<file path="src/rtl/if_fetch_unit.sv">
// ---------------------------------------------------------------------------
// if_fetch_unit
//
// Instruction-fetch stage of a 5-stage MIPS pipeline. Owns the PC and talks
// to instruction memory over a req/ack handshake with at most one request in
// flight. It applies branch/jump redirects from decode and drives the IF/ID
// pipeline register. Stall and flush are supported.
//
// States:
//   FETCH - request at pc, consume the ack.
//   HOLD  - a word arrived while stalled; it is parked in a one-entry buffer
//           and no new request is issued.
//   DRAIN - a redirect hit while a request was in flight; wait for its ack
//           and throw the data away.
//
// Ports:
//   clk, rst          clock; asynchronous active-low reset
//   pcsrc, baddr      branch taken / target (branch beats jump)
//   jump, jaddr       jump taken / target
//   if_flush          squash the word entering IF/ID this cycle
//   stall             hold IF/ID and PC
//   imem_req/addr     fetch request and word-aligned address
//   imem_rdata/ack    fetched word and its single-cycle response strobe
//   pc_out, ins_out   IF/ID: address of delivered word + 4, delivered word
//   valid_out         IF/ID holds a real instruction (0 = bubble)
//
// Optional feature (define IF_PERF_CNT_EN):
//   bubble_cnt        saturating count of cycles in which IF/ID loads a bubble
// ---------------------------------------------------------------------------
module if_fetch_unit #(
    parameter logic [31:0] RESET_PC = 32'h0000_0000,
    parameter logic [31:0] NOP_INS  = 32'h0000_0000
) (
    input  logic        clk,
    input  logic        rst,
    input  logic        pcsrc,
    input  logic [31:0] baddr,
    input  logic        jump,
    input  logic [31:0] jaddr,
    input  logic        if_flush,
    input  logic        stall,
    output logic        imem_req,
    output logic [31:0] imem_addr,
    input  logic [31:0] imem_rdata,
    input  logic        imem_ack,
    output logic [31:0] pc_out,
    output logic [31:0] ins_out,
`ifdef IF_PERF_CNT_EN
    output logic [31:0] bubble_cnt,
`endif
    output logic        valid_out
);

    typedef enum logic [1:0] {
        ST_FETCH = 2'd0,
        ST_HOLD  = 2'd1,
        ST_DRAIN = 2'd2
    } state_t;

    // Redirect targets must be word addresses; the two low bits are dropped.
    function automatic logic [31:0] word_align(input logic [31:0] addr);
        return {addr[31:2], 2'b00};
    endfunction

    state_t      state_r, state_s;
    logic [31:0] pc_r, pc_s;
    logic [31:0] drain_addr_r, drain_addr_s;
    logic [31:0] buf_pc_r, buf_pc_s;
    logic [31:0] buf_ins_r, buf_ins_s;
    logic [31:0] ifid_pc_r, ifid_pc_s;
    logic [31:0] ifid_ins_r, ifid_ins_s;
    logic        ifid_valid_r, ifid_valid_s;
    logic        bubble_s;
    logic        redirect_s;
    logic [31:0] target_s;
    logic [31:0] pc_plus4_s;

    assign redirect_s = pcsrc | jump;
    assign target_s   = word_align(pcsrc ? baddr : jaddr);
    assign pc_plus4_s = pc_r + 32'd4;

    // In DRAIN the outstanding request keeps its original address even though
    // pc_r already points at the redirect target.
    assign imem_req  = rst & (state_r != ST_HOLD);
    assign imem_addr = (state_r == ST_DRAIN) ? drain_addr_r : pc_r;

    assign pc_out    = ifid_pc_r;
    assign ins_out   = ifid_ins_r;
    assign valid_out = ifid_valid_r;

    // Next-state, PC, hold-buffer and IF/ID decisions.
    always_comb begin
        state_s      = state_r;
        pc_s         = pc_r;
        drain_addr_s = drain_addr_r;
        buf_pc_s     = buf_pc_r;
        buf_ins_s    = buf_ins_r;
        ifid_pc_s    = ifid_pc_r;
        ifid_ins_s   = ifid_ins_r;
        ifid_valid_s = ifid_valid_r;
        bubble_s     = 1'b0;

        case (state_r)
            ST_FETCH: begin
                if (redirect_s) begin
                    pc_s     = target_s;
                    bubble_s = 1'b1;
                    if (imem_ack) begin
                        state_s = ST_FETCH;
                    end else begin
                        state_s      = ST_DRAIN;
                        drain_addr_s = pc_r;
                    end
                end else if (if_flush) begin
                    // Word is discarded (if any); pc_r is kept so it is refetched.
                    bubble_s = 1'b1;
                end else if (imem_ack) begin
                    pc_s = pc_plus4_s;
                    if (stall) begin
                        buf_pc_s  = pc_plus4_s;
                        buf_ins_s = imem_rdata;
                        state_s   = ST_HOLD;
                    end else begin
                        ifid_pc_s    = pc_plus4_s;
                        ifid_ins_s   = imem_rdata;
                        ifid_valid_s = 1'b1;
                    end
                end else if (!stall) begin
                    bubble_s = 1'b1;
                end else begin
                    state_s = ST_FETCH;
                end
            end

            ST_HOLD: begin
                if (redirect_s) begin
                    pc_s     = target_s;
                    bubble_s = 1'b1;
                    state_s  = ST_FETCH;
                end else if (if_flush) begin
                    // pc_r already moved past the parked word; step back to refetch it.
                    pc_s     = pc_r - 32'd4;
                    bubble_s = 1'b1;
                    state_s  = ST_FETCH;
                end else if (!stall) begin
                    ifid_pc_s    = buf_pc_r;
                    ifid_ins_s   = buf_ins_r;
                    ifid_valid_s = 1'b1;
                    state_s      = ST_FETCH;
                end else begin
                    state_s = ST_HOLD;
                end
            end

            ST_DRAIN: begin
                if (imem_ack) begin
                    state_s = ST_FETCH;
                end else begin
                    state_s = ST_DRAIN;
                end
                if (redirect_s) begin
                    pc_s = target_s;
                end else begin
                    pc_s = pc_r;
                end
                if (redirect_s || if_flush || !stall) begin
                    bubble_s = 1'b1;
                end else begin
                    bubble_s = 1'b0;
                end
            end

            default: begin
                state_s  = ST_FETCH;
                bubble_s = 1'b1;
            end
        endcase

        // A bubble keeps pc_out and replaces the word with the NOP.
        if (bubble_s) begin
            ifid_ins_s   = NOP_INS;
            ifid_valid_s = 1'b0;
        end else begin
            bubble_s = 1'b0;
        end
    end

    // State, PC, buffer and IF/ID registers.
    always_ff @(posedge clk or negedge rst) begin
        if (!rst) begin
            state_r      <= ST_FETCH;
            pc_r         <= RESET_PC;
            drain_addr_r <= 32'h0000_0000;
            buf_pc_r     <= 32'h0000_0000;
            buf_ins_r    <= 32'h0000_0000;
            ifid_pc_r    <= 32'h0000_0000;
            ifid_ins_r   <= NOP_INS;
            ifid_valid_r <= 1'b0;
        end else begin
            state_r      <= state_s;
            pc_r         <= pc_s;
            drain_addr_r <= drain_addr_s;
            buf_pc_r     <= buf_pc_s;
            buf_ins_r    <= buf_ins_s;
            ifid_pc_r    <= ifid_pc_s;
            ifid_ins_r   <= ifid_ins_s;
            ifid_valid_r <= ifid_valid_s;
        end
    end

`ifdef IF_PERF_CNT_EN
    logic [31:0] bubble_cnt_r;

    // Saturating count of cycles in which IF/ID loads a bubble.
    always_ff @(posedge clk or negedge rst) begin
        if (!rst) begin
            bubble_cnt_r <= 32'h0000_0000;
        end else if (bubble_s && (bubble_cnt_r != 32'hFFFF_FFFF)) begin
            bubble_cnt_r <= bubble_cnt_r + 32'd1;
        end
    end

    assign bubble_cnt = bubble_cnt_r;
`endif

endmodule

</file>
<file path="config.mk">
export PLATFORM = sky130hd
export DESIGN_NAME = if_fetch_unit
export DESIGN_NICKNAME = d
export VERILOG_FILES = /design/src/rtl/if_fetch_unit.sv
export SDC_FILE = /design/constraint.sdc
export NUM_CORES = 1
export LEC_CHECK = 0
export CAP_MARGIN = 20
export CORE_UTILIZATION = 58
export CTS_CLUSTER_DIAMETER = 40
export DETAILED_ROUTE_END_ITERATION = 16
export PLACE_DENSITY = 0.95
export SYNTH_ARGS = -nofsm -noshare
export SYNTH_HDL_FRONTEND = slang
export SYNTH_SLANG_ARGS = --single-unit
</file>
<file path="constraint.sdc">
create_clock -name clk -period 4.1 [get_ports clk]
set_clock_uncertainty 0.2 [all_clocks]
set_input_delay 0.615 -clock clk [delete_from_list [all_inputs] [get_ports clk]]
set_output_delay 0.615 -clock clk [all_outputs]
set_load 0.05 [all_outputs]
</file>
* Yosys cells after proc, flatten, opt, wreduce, memory -nomap -nowiden *
Index checks and enable logic that the tools add are counted.

operators by class
  $lt $le $gt $ge = 0
  shifts and indexed selects = 0
  muxes and demuxes = 52
  bitwise logic cells = 5
  eq/ne operators = 22
  $mul = 0
  reductions and logical operators = 14
  $add $sub $neg = 2
  divide/modulo/power cells = 0

operators by type and width
  kind                     count
  $mux W32                 23
  $pmux W32 S2             2
  $pmux W32 S3             1
  $ne A3 B3 Y1 const B     11
  $add A32 B3 Y32 const B  1
  $sub A32 B3 Y32 const B  1
  $mux W1                  17
  $ne A2 B2 Y1 const B     8
  $reduce_and A8 Y1        2
  $mux W2                  6
  $reduce_and A5 Y1        2
  $pmux W2 S3              1
  $reduce_and A6 Y1        1
  $reduce_bool A3 Y1       2
  $not A1 Y1               3
  $pmux W1 S3              1
  $reduce_and A3 Y1        1
  $eq A2 B1 Y1 const B     1
  $eq A2 B2 Y1 const B     1
  $logic_not A2 Y1         1
  $logic_or A1 B1 Y1       2
  $ne A2 B1 Y1 const B     1
  $pmux W1 S2              1
  $reduce_and A2 Y1        1
  other kinds (4)          4

storage, ports and cells
  bits in latches = 0
  memory bits (read-only) = 0
  flip-flop bits (word level) = 195
  output and inout port bits = 98
  memories = 0
  memory bits (writable) = 0
  logic and storage cells = 103
  input port bits = 103

* Longest topological paths before layout *
Gate-level depths: netlist of run 1.

  word-level depth = 7
  mapped depth = 9
  gate-level depth less buffers = 7

* Least setup slack after synthesis of run 1 *
OpenSTA, ideal clock, no wires.

  path kind = register to output
  start point = register state_r[0]
  end point = output port imem_addr[3]
  arrival time = 2.240 ns
  required time = 3.285 ns
  stages on the path, launching flop included = 6
  setup slack = 1.045 ns
  path buffers = 2
  cells stage by stage = dfrtp_1 -> inv_1 -> ha_1 -> clkbuf_1 -> buf_1 -> o21ai_0

between the ends
  longest elaborated chain between the ends = 2

RTL lines
  what                    RTL line  RTL
  start, declared         65        state_t state_r, state_s;
  start signal, assigned  200       state_r <= state_s;
  $eq A2 B2 Y1            85        assign imem_addr = (state_r == ST_DRAIN) ? drain_addr_r : pc_r;
  $mux W32                85
  end, declared           43        output logic [31:0] imem_addr,

No other way between the ends.

* Final worst setup path of run 1 *
Same ends and word-level chain as after synthesis.

==> results of run 1 <==
-- area by class of cell --
class | count | area [µm²] | share of cell area (%)
Clock buffer | 17 | 425 | 3.07
Clock inverter | 15 | 203 | 1.46
Timing Repair Buffer | 235 | 2300 | 16.6
Tap cell | 234 | 293 | 2.11
Sequential cell | 187 | 4680 | 33.7
Inverter | 21 | 78.8 | 0.568
Multi-Input combinational cell | 869 | 5900 | 42.5
-- worst reg2reg max path, stage by stage (launching register included) --
cell and delay (ns):
dfrtp_1 0.67, nand3_1 0.37, or4_1 0.72, buf_4 0.29, o31a_1 0.29, nor3_1 0.57, o221ai_1 0.25
-- logic make-up (layout without fill, tap and decap cells) --
| group | Yosys count | count (layout) | share of synthesized area, % |
|---|---|---|---|
| compound gates | 320 | 320 | 19.4 |
| xor+xnor | 21 | 21 | 1.66 |
| fa+ha+maj | 7 | 7 | 0.788 |
| buf+inv | 135 | 288 | 5.18 |
| flops | 187 | 187 | 42.1 |
| mux | 147 | 147 | 14.3 |
| other cells | 1 | 4 | 0.0338 |
| simple gates | 370 | 370 | 16.6 |
-- flip-flops by register name, indices dropped and copies added (netlist names) --
name	flops
buf_ins_r	32
buf_pc_r	30
drain_addr_r	30
ins_out	32
pc_out	30
pc_r	30
state_r	2
valid_out	1
-- stage by stage --
stage / power [mW] / instance area [µm²] / utilization, %
CTS: 8.67 / 13900 / 73.8
global route: 9.08 / 13900 / 73.9
detailed placement: 6.89 / 13200 / 70.4
floorplan: 5.54 / 11100 / -
global placement: 6.73 / 13200 / 70.4
finish: 8.74 / 13900 / 73.9
-- worst max path at each step --
stage | start | end | slack [ns] | cells past startpoint
after floorplan | state_r[0] | imem_addr[3] | 1.05 | 5
after global placement | if_flush | pc_r[27] | 0.72 | 7
after detailed placement | imem_ack | pc_r[19] | 0.71 | 7
after CTS | state_r[0] | imem_addr[3] | 0.56 | 5
after global routing | state_r[0] | imem_addr[3] | 0.52 | 5
final | state_r[0] | imem_addr[3] | 0.58 | 5
-- routing by layer --
| layer | up-vias | track usage [%] |
|---|---|---|
| met3 | 146 | 7.73 |
| li1 | 4664 | - |
| met2 | 742 | 61.0 |
| met5 | - | 0 |
| met4 | 0 | 13.8 |
| met1 | 5165 | 47.4 |
-- synthesized netlist by cell type (13+ instances only) --
cell        n
xnor2_1    17
inv_1      19
o21ai_0    94
nand2_1    86
nor4_1     21
clkbuf_1   85
nor3_1     42
a211oi_1   40
a21oi_1    43
o211ai_1   15
nor2_1     98
nand2b_1   18
a31oi_1    13
dfrtp_1   187
nand3_1    30
mux2i_1    56
mux2_2     91
-- what timing repair did --
action                                 4_1_cts  5_1_grt
endpoints found under the hold margin       31        0
hold buffers                                 1        0
setup endpoints to repair                    0        0
resized for setup                            0        0
-- power breakdown --
part / switching, mW / internal, mW
Combinational: 2.47 / 1.48
Sequential: 0.587 / 2.45
Clock: 0.909 / 0.851
Total: 3.96 / 4.78
==> flow_summary.json, run 1 <==
{
  "status": "complete, no violations",
  "clk_pin_slew_ns": 0.08,
  "gp_congestion": 1.01,
  "wl_mm": 35.9,
  "post-cts-setup-buffers": 0,
  "holdCritStartpoint": "buf_pc_r[28]",
  "path_delay_family": "buffers and inverters",
  "die_y_um": 140,
  "rows": 50,
  "syn_area_um2": 11100,
  "slew_headroom_pct": 37.1,
  "viasPerCell": 6.79,
  "synthDistinctLibCells": 80,
  "hold_depth": 2,
  "wl_met2_mm": 17.1,
  "hold_class": "flop to flop",
  "dp_cells": 1544,
  "period_minus_slack_ns": 3.52,
  "most-common-layout-cells": "clkdlybuf4s50_1, dfrtp_1, nor2_1, o21ai_0, mux2_2",
  "cts_buffers": 17,
  "cts_tree": "yes",
  "io_pins": 201,
  "first_pass_iters": 6,
  "synthArstFlopShare_pct": 100,
  "r2r_slack_ns": 0.59,
  "grt_pass1_wl_mm": 56.0,
  "grt_pass1_vias": 10271,
  "globalRouteTotalUtil_pct": 36.8,
  "rsz0062_at_grt": "no",
  "synth-edff-count": 0,
  "insertion_delay_ns": 0.46,
  "antenna_found_initial": 0,
  "h-tree-depth": 4,
  "initialDrtViolationCount": 1432,
  "drtAntennaViolNets": 0,
  "wl_met1_mm": 13.7,
  "die_w_um": 140,
  "ir_drop_mv": 0.462,
  "p_leak_nw": 5.52,
  "layout.cells.non_filler": 1578,
  "postSynthAreaPerCell_um2": 9.35,
  "cp_max_fo": 50,
  "r2r-end": "pc_r[23]",
  "hpwlAfterDp_mm": 24.4,
  "crit_path_start_kind": "flop",
  "core_area_um2": 18800,
  "dr_wl_met3_mm": 3.69,
  "cts_buffer_depth": 2,
  "slowest_delay_ns": 0.88,
  "io_buffers": 192,
  "criticalPathCategory": "flop to primary output",
  "yosysTopAreaCell": "dfrtp_1",
  "synth_ff_type": "dfrtp_1",
  "vias": 10717,
  "root_buffer": "clkbuf_16",
  "hold_end": "buf_pc_r[28]",
  "r2r_cells": 6,
  "p_per_area_nw_per_um2": 630,
  "initial_core_util_pct": 59.2,
  "num_antenna_cells": 0,
  "cp_num_buf_inv": 3,
  "drcViolationCount": 0,
  "synth_top_area_share_pct": 42.1,
  "highest_layer": "met4",
  "finalHoldViolCount": 0,
  "setup_tns_ns": 0,
  "fin_ws_ns": 0.576,
  "setup_viol": 0,
  "clkSinkCount": 187,
  "maxSlewViolCount": 0,
  "path_cells": "inv_1 > ha_2 > buf_12 > o21ai_0 > clkdlybuf4s50_1",
  "cpMaxStageDelayCell": "clkdlybuf4s50_1",
  "cap_viol_max_count": 0,
  "ys_warn_count": 0,
  "grt_max_degree": 85,
  "whs_ns": 0.280,
  "nFillCells": 1272,
  "final_common_cell": "clkdlybuf4s50_1",
  "dp_slack_ns": 0.710,
  "finalCritPeriodShare_pct": 86.0,
  "ys_ff_latch": 187,
  "wl_per_cell_um": 22.7,
  "worstPathArrival_ns": 2.71,
  "syn_to_final_growth_pct": 24.9,
  "fmax_ghz": 0.284,
  "gr-total-overflow": 0,
  "r2r_start": "pc_r[2]",
  "worstSetupEndpointType": "primary output",
  "drive_above_1_share_pct": 14.4,
  "synthCells": 1188,
  "dieArea_um2": 19700,
  "nets": 1441,
  "ys_top_cells_by_area": "dfrtp_1, mux2_2, mux2i_1, o21ai_0, nor2_1",
  "ys_seq_area_share_pct": 42.1,
  "crit_required_ns": 3.28,
  "tightest_slew_ns": 0.942
}
Power figures use the tool's default switching activity.
==> run 2: changes to the inputs <==
Settings changed: GPL_TIMING_DRIVEN set to 0.
==> run 2 against run 1 <==
Effect of this change:
- final cell count rose by 4.8%
- sequential power is 6% lower
- combinational power increased by 10%
- worst setup slack got worse by 0.53 ns
- design area is 1.2% higher
- maximum frequency is 13% lower
- flip-flop and latch count did not move
- power up 3.6%
- worst hold slack better by 0.0035 ns
- critical path type unchanged
- critical endpoint unchanged
- largest cell class unchanged
- largest power group unchanged
==> flow_summary.json, run 2 (synthesis gave the netlist of run 1 again) <==
{
  "cp_max_fo": 10,
  "clkSinkCount": 187,
  "cts_buffer_depth": 2,
  "finalCritPeriodShare_pct": 98.8,
  "setup_viol": 0,
  "post-cts-setup-buffers": 0,
  "r2r_slack_ns": 0.42,
  "grt_pass1_wl_mm": 65.0,
  "post-route-util_pct": 74.8,
  "grt_pass1_vias": 11183,
  "slew_headroom_pct": 21.2,
  "worstSetupEndpointType": "primary output",
  "syn_to_final_growth_pct": 26.4,
  "initial_core_util_pct": 59.2,
  "ir_drop_mv": 0.439,
  "die_y_um": 140,
  "status": "complete, no violations",
  "finalHoldViolCount": 0,
  "maxSlewViolCount": 0,
  "tightest_slew_ns": 1.17,
  "grt_max_degree": 109,
  "drcViolationCount": 0,
  "drive_above_1_share_pct": 12.3,
  "gr-total-overflow": 0,
  "viasPerCell": 6.87,
  "wl_per_cell_um": 25.5,
  "first_pass_iters": 9,
  "die_w_um": 140,
  "insertion_delay_ns": 0.46,
  "crit_required_ns": 3.28,
  "cts_tree": "yes",
  "p_per_area_nw_per_um2": 645,
  "num_antenna_cells": 0,
  "gp_congestion": 1.00,
  "drtAntennaViolNets": 0,
  "final_common_cell": "clkdlybuf4s50_1",
  "clk_pin_slew_ns": 0.08,
  "initialDrtViolationCount": 1617,
  "nets": 1516,
  "p_leak_nw": 5.56,
  "wl_mm": 42.2,
  "root_buffer": "clkbuf_16",
  "hpwlAfterDp_mm": 30.2,
  "criticalPathCategory": "flop to primary output",
  "fin_ws_ns": 0.0504,
  "cts_buffers": 17,
  "core_area_um2": 18800,
  "fmax_ghz": 0.247,
  "antenna_found_initial": 2,
  "io_buffers": 191,
  "crit_path_start_kind": "flop",
  "h-tree-depth": 4,
  "io_pins": 201,
  "hold_class": "flop to flop",
  "rsz0062_at_grt": "no",
  "worstPathArrival_ns": 3.23,
  "vias": 11355,
  "globalRouteTotalUtil_pct": 44.0,
  "most-common-layout-cells": "clkdlybuf4s50_1, dfrtp_1, nor2_1, o21ai_0, mux2_2",
  "dieArea_um2": 19700,
  "dp_slack_ns": 0.112,
  "cap_viol_max_count": 0,
  "period_minus_slack_ns": 4.05,
  "rows": 50
}
[run 2: cell types whose count changed in the layout (fill, tap and decap cells not counted), moves of 4 or more]
cell	change
clkbuf_1	+82
clkbuf_2	+4
buf_6	+5
buf_1	+6
buf_2	+14
buf_4	-33
[run 2: path summary, 6_finish.rpt]
check	to	cells past startpoint	startpoint
max	imem_addr[3]	7	state_r[0]
min	pc_out[8]	1	pc_out[8]
max reg2reg	ins_out[28]	9	state_r[0]
min reg2reg	pc_out[8]	1	pc_out[8]
max in group asynchronous	state_r[1]	3	rst
min in group asynchronous	drain_addr_r[27]	2	rst
[run 2: critical path, cell delays in order, from the launching register on]
cell and delay [ns]:
dfrtp_1 0.46, inv_1 0.12, ha_1 0.28, clkbuf_2 0.33, buf_2 0.43, nand2_1 0.09
o21ai_0 0.18, clkdlybuf4s50_1 0.89
[run 2: area by class of cell]
cell class,count,area [µm²]
plain buffers,114,504
clock buffers,17,425
clock inverters,15,223
fillers,1227,4730
inverters,21,78.8
multi-input cells,869,5870
flip-flops and latches,187,4680
well taps,234,293
repair buffers,196,1970
[run 2: layer usage]
| layer | share of wire (%) | wire [µm] | track usage (%) | vias up |
|---|---|---|---|---|
| met3 | 11 | 4680 | 11.0 | 192 |
| li1 | - | - | - | 4812 |
| met2 | 45 | 18900 | 67.4 | 885 |
| met5 | 0.031 | 13 | 0 | - |
| met4 | 5.2 | 2190 | 22.3 | 2 |
| met1 | 39 | 16400 | 58.0 | 5464 |
[run 2: through the flow]
stage / area [µm²] / total power [mW] / TNS (ns) / cells / hold WS, ns
after detailed placement: 13400 / 7.05 / 0 / 1619 / 0.264
after floorplan: 11100 / 5.54 / 0 / 1191 / 0.119
after global routing: 14000 / 9.34 / 0 / 1653 / 0.299
after global placement: 13300 / 6.94 / -1057.00 / 1616 / 0.254
final: 14000 / 9.05 / 0 / 1653 / 0.283
after CTS: 14000 / 8.91 / 0 / 1652 / 0.282
[run 2: what timing repair did]
action / 4_1_cts / 5_1_grt
endpoints found under the hold margin: 79 / 0
hold buffers: 1 / 0
setup endpoints to repair: 29 / 1
pin swaps: 0 / 0
gates resized for setup: 5 / 2
[run 2: where the power goes]
| group | switching, mW | internal (mW) |
|---|---|---|
| Sequential | 0.405 | 2.45 |
| Combinational | 2.85 | 1.51 |
| Clock | 0.927 | 0.915 |
==> run 3: changes to the inputs <==
Settings changed: CORE_UTILIZATION 58 to 48, PLACE_DENSITY 0.95 to 0.89.
Clock period 4.1 ns to 3.5 ns, I/O delays scaled along.
==> run 3 against run 2 <==
Effect of this change:
- register-to-register slack got worse by 0.38 ns
- first-iteration DRC count shrank 26%
- design area hardly changed
- combinational power rose by 13%
- count of clock-buffer cells in the layout stayed put
- largest cell class unchanged
- largest power group unchanged
==> flow_summary.json, run 3 (synthesis gave the netlist of run 1 again) <==
{
  "rows": 55,
  "viasPerCell": 6.46,
  "power_frac_clock_pct": 19.7,
  "finalHoldViolCount": 0,
  "r2r_cells": 6,
  "initial_core_util_pct": 49.1,
  "path_delay_family": "buffers and inverters",
  "initialDrtViolationCount": 1189,
  "wl_mm": 41.3,
  "most-common-layout-cells": "dfrtp_1, clkdlybuf4s50_1, nor2_1, o21ai_0, mux2_2",
  "drive_above_1_share_pct": 12.9,
  "cts_buffers": 17,
  "r2r-end": "drain_addr_r[28]",
  "setup_viol": 0,
  "grt_pass1_wl_mm": 63.0,
  "hold_class": "flop to flop",
  "final_common_cell": "dfrtp_1",
  "slew_headroom_pct": 18.2,
  "num_antenna_cells": 0,
  "holdCritStartpoint": "pc_out[3]",
  "post-cts-setup-buffers": 0,
  "status": "complete, no violations",
  "io_buffers": 191,
  "syn_to_final_growth_pct": 26.4,
  "r2r_start": "state_r[0]",
  "cap_viol_max_count": 0,
  "cpMostUsedCell": "clkbuf_1",
  "hold_end": "pc_out[3]",
  "core_area_um2": 22600,
  "finalPower_mw": 10.3,
  "clk_pin_slew_ns": 0.08,
  "p_sw_mw": 4.79,
  "gr-total-overflow": 0,
  "io_pins": 201,
  "seqPwrFrac_pct": 32.4,
  "p_leak_nw": 5.60,
  "p_per_area_nw_per_um2": 732,
  "drtAntennaViolNets": 0,
  "p_sw_share_pct": 46.6,
  "layout.cells.non_filler": 1701,
  "crit_required_ns": 3.62,
  "root_buffer": "clkbuf_16",
  "antenna_found_initial": 0,
  "tightest_slew_ns": 1.22,
  "slowest_delay_ns": 0.81,
  "cts_tree": "yes",
  "grt_max_degree": 114,
  "r2r_slack_ns": 0.04,
  "worstPathArrival_ns": 3.58,
  "period_minus_slack_ns": 3.46,
  "clkSinkCount": 187,
  "worstSetupEndpointType": "flop",
  "fmax_ghz": 0.289,
  "crit_path_start_kind": "flop",
  "h-tree-depth": 4,
  "internal-power_mw": 5.49,
  "die_y_um": 154,
  "first_pass_iters": 7,
  "cp_num_buf_inv": 3,
  "setup_tns_ns": 0,
  "drcViolationCount": 0,
  "cp_max_fo": 10,
  "path_cells": "inv_1 > ha_1 > clkbuf_1 > nor3b_1 > clkbuf_1 > mux2_2",
  "insertion_delay_ns": 0.46,
  "die_w_um": 154,
  "globalRouteTotalUtil_pct": 35.3,
  "grt_pass1_vias": 10739,
  "dp_cells": 1668,
  "nets": 1513,
  "vias": 10987,
  "criticalPathCategory": "flop to flop",
  "hpwlAfterDp_mm": 30.7,
  "hold_depth": 2,
  "gp_congestion": 1.05,
  "wl_per_cell_um": 24.3,
  "pwr-share-comb_pct": 47.9,
  "rsz0062_at_grt": "no",
  "dieArea_um2": 23800,
  "finalCritPeriodShare_pct": 98.8,
  "cpMaxStageDelayCell": "nor3b_1",
  "maxSlewViolCount": 0,
  "ir_drop_mv": 0.485,
  "cts_buffer_depth": 2
}
==> run 3: worst register-to-register path, stage by stage (launching register included) <==
cell,delay (ns)
dfrtp_1,0.46
inv_1,0.12
ha_1,0.16
clkbuf_1,0.40
nor3b_1,0.81
clkbuf_1,0.75
mux2_2,0.43
==> run 3: power by group through the flow <==
stage | Combinational [mW] | Sequential (mW) | Clock (mW)
final | 4.92 | 3.33 | 2.03
after global routing | 5.15 | 3.40 | 2.11
after CTS | 4.84 | 3.31 | 2.02
after detailed placement | 4.92 | 3.34 | 0
after global placement | 4.85 | 3.30 | 0
after floorplan | 2.74 | 3.74 | 0
==> run 3: how the worst max path moves through the flow <==
stage                     startpoint  cells after the start               end  slack (ns)
after floorplan           state_r[0]                      5      imem_addr[3]        0.54
after global placement           rst                      1        ins_out[6]       -6.18
after detailed placement  state_r[0]                      7     imem_addr[20]       -0.50
after CTS                 state_r[0]                      6     imem_addr[16]        0.01
after global routing      state_r[0]                      6     imem_addr[14]        0.02
final                     state_r[0]                      6  drain_addr_r[28]        0.04
==> run 3: final cells by class <==
class | instances | area (µm²)
clock buffers | 17 | 425
inverters | 21 | 78.8
well taps | 285 | 357
clock inverters | 15 | 195
flip-flops and latches | 187 | 4680
repair buffers | 193 | 1900
multi-input cells | 869 | 5890
fillers | 1853 | 8600
plain buffers | 114 | 518
==> run 3: what timing repair did <==
item | CTS | global route
gates cloned | 0 | 0
endpoints found under the setup margin | 47 | 46
hold buffers | 1 | 0
endpoints found under the hold margin | 74 | 0
gates resized for setup | 47 | 22
==> run 3: stage by stage <==
step | hold WS (ns) | setup WS [ns] | area, µm² | utilization [%]
floorplan | 0.0294 | 0.535 | 11100 | -
global placement | 0.254 | -6.18 | 13400 | 59.1
detailed placement | 0.261 | -0.500 | 13400 | 59.3
CTS | 0.278 | 0.0110 | 14000 | 62.0
global route | 0.293 | 0.0164 | 14000 | 62.0
finish | 0.284 | 0.0405 | 14000 | 62.0
==> run 3: metal layers <==
metal	share of wire (%)	GRT usage [%]	vias up
li1	-	-	4827
met4	4.7	16.7	0
met5	0	0	-
met3	10	7.53	127
met1	40	47.3	5363
met2	45	54.5	670
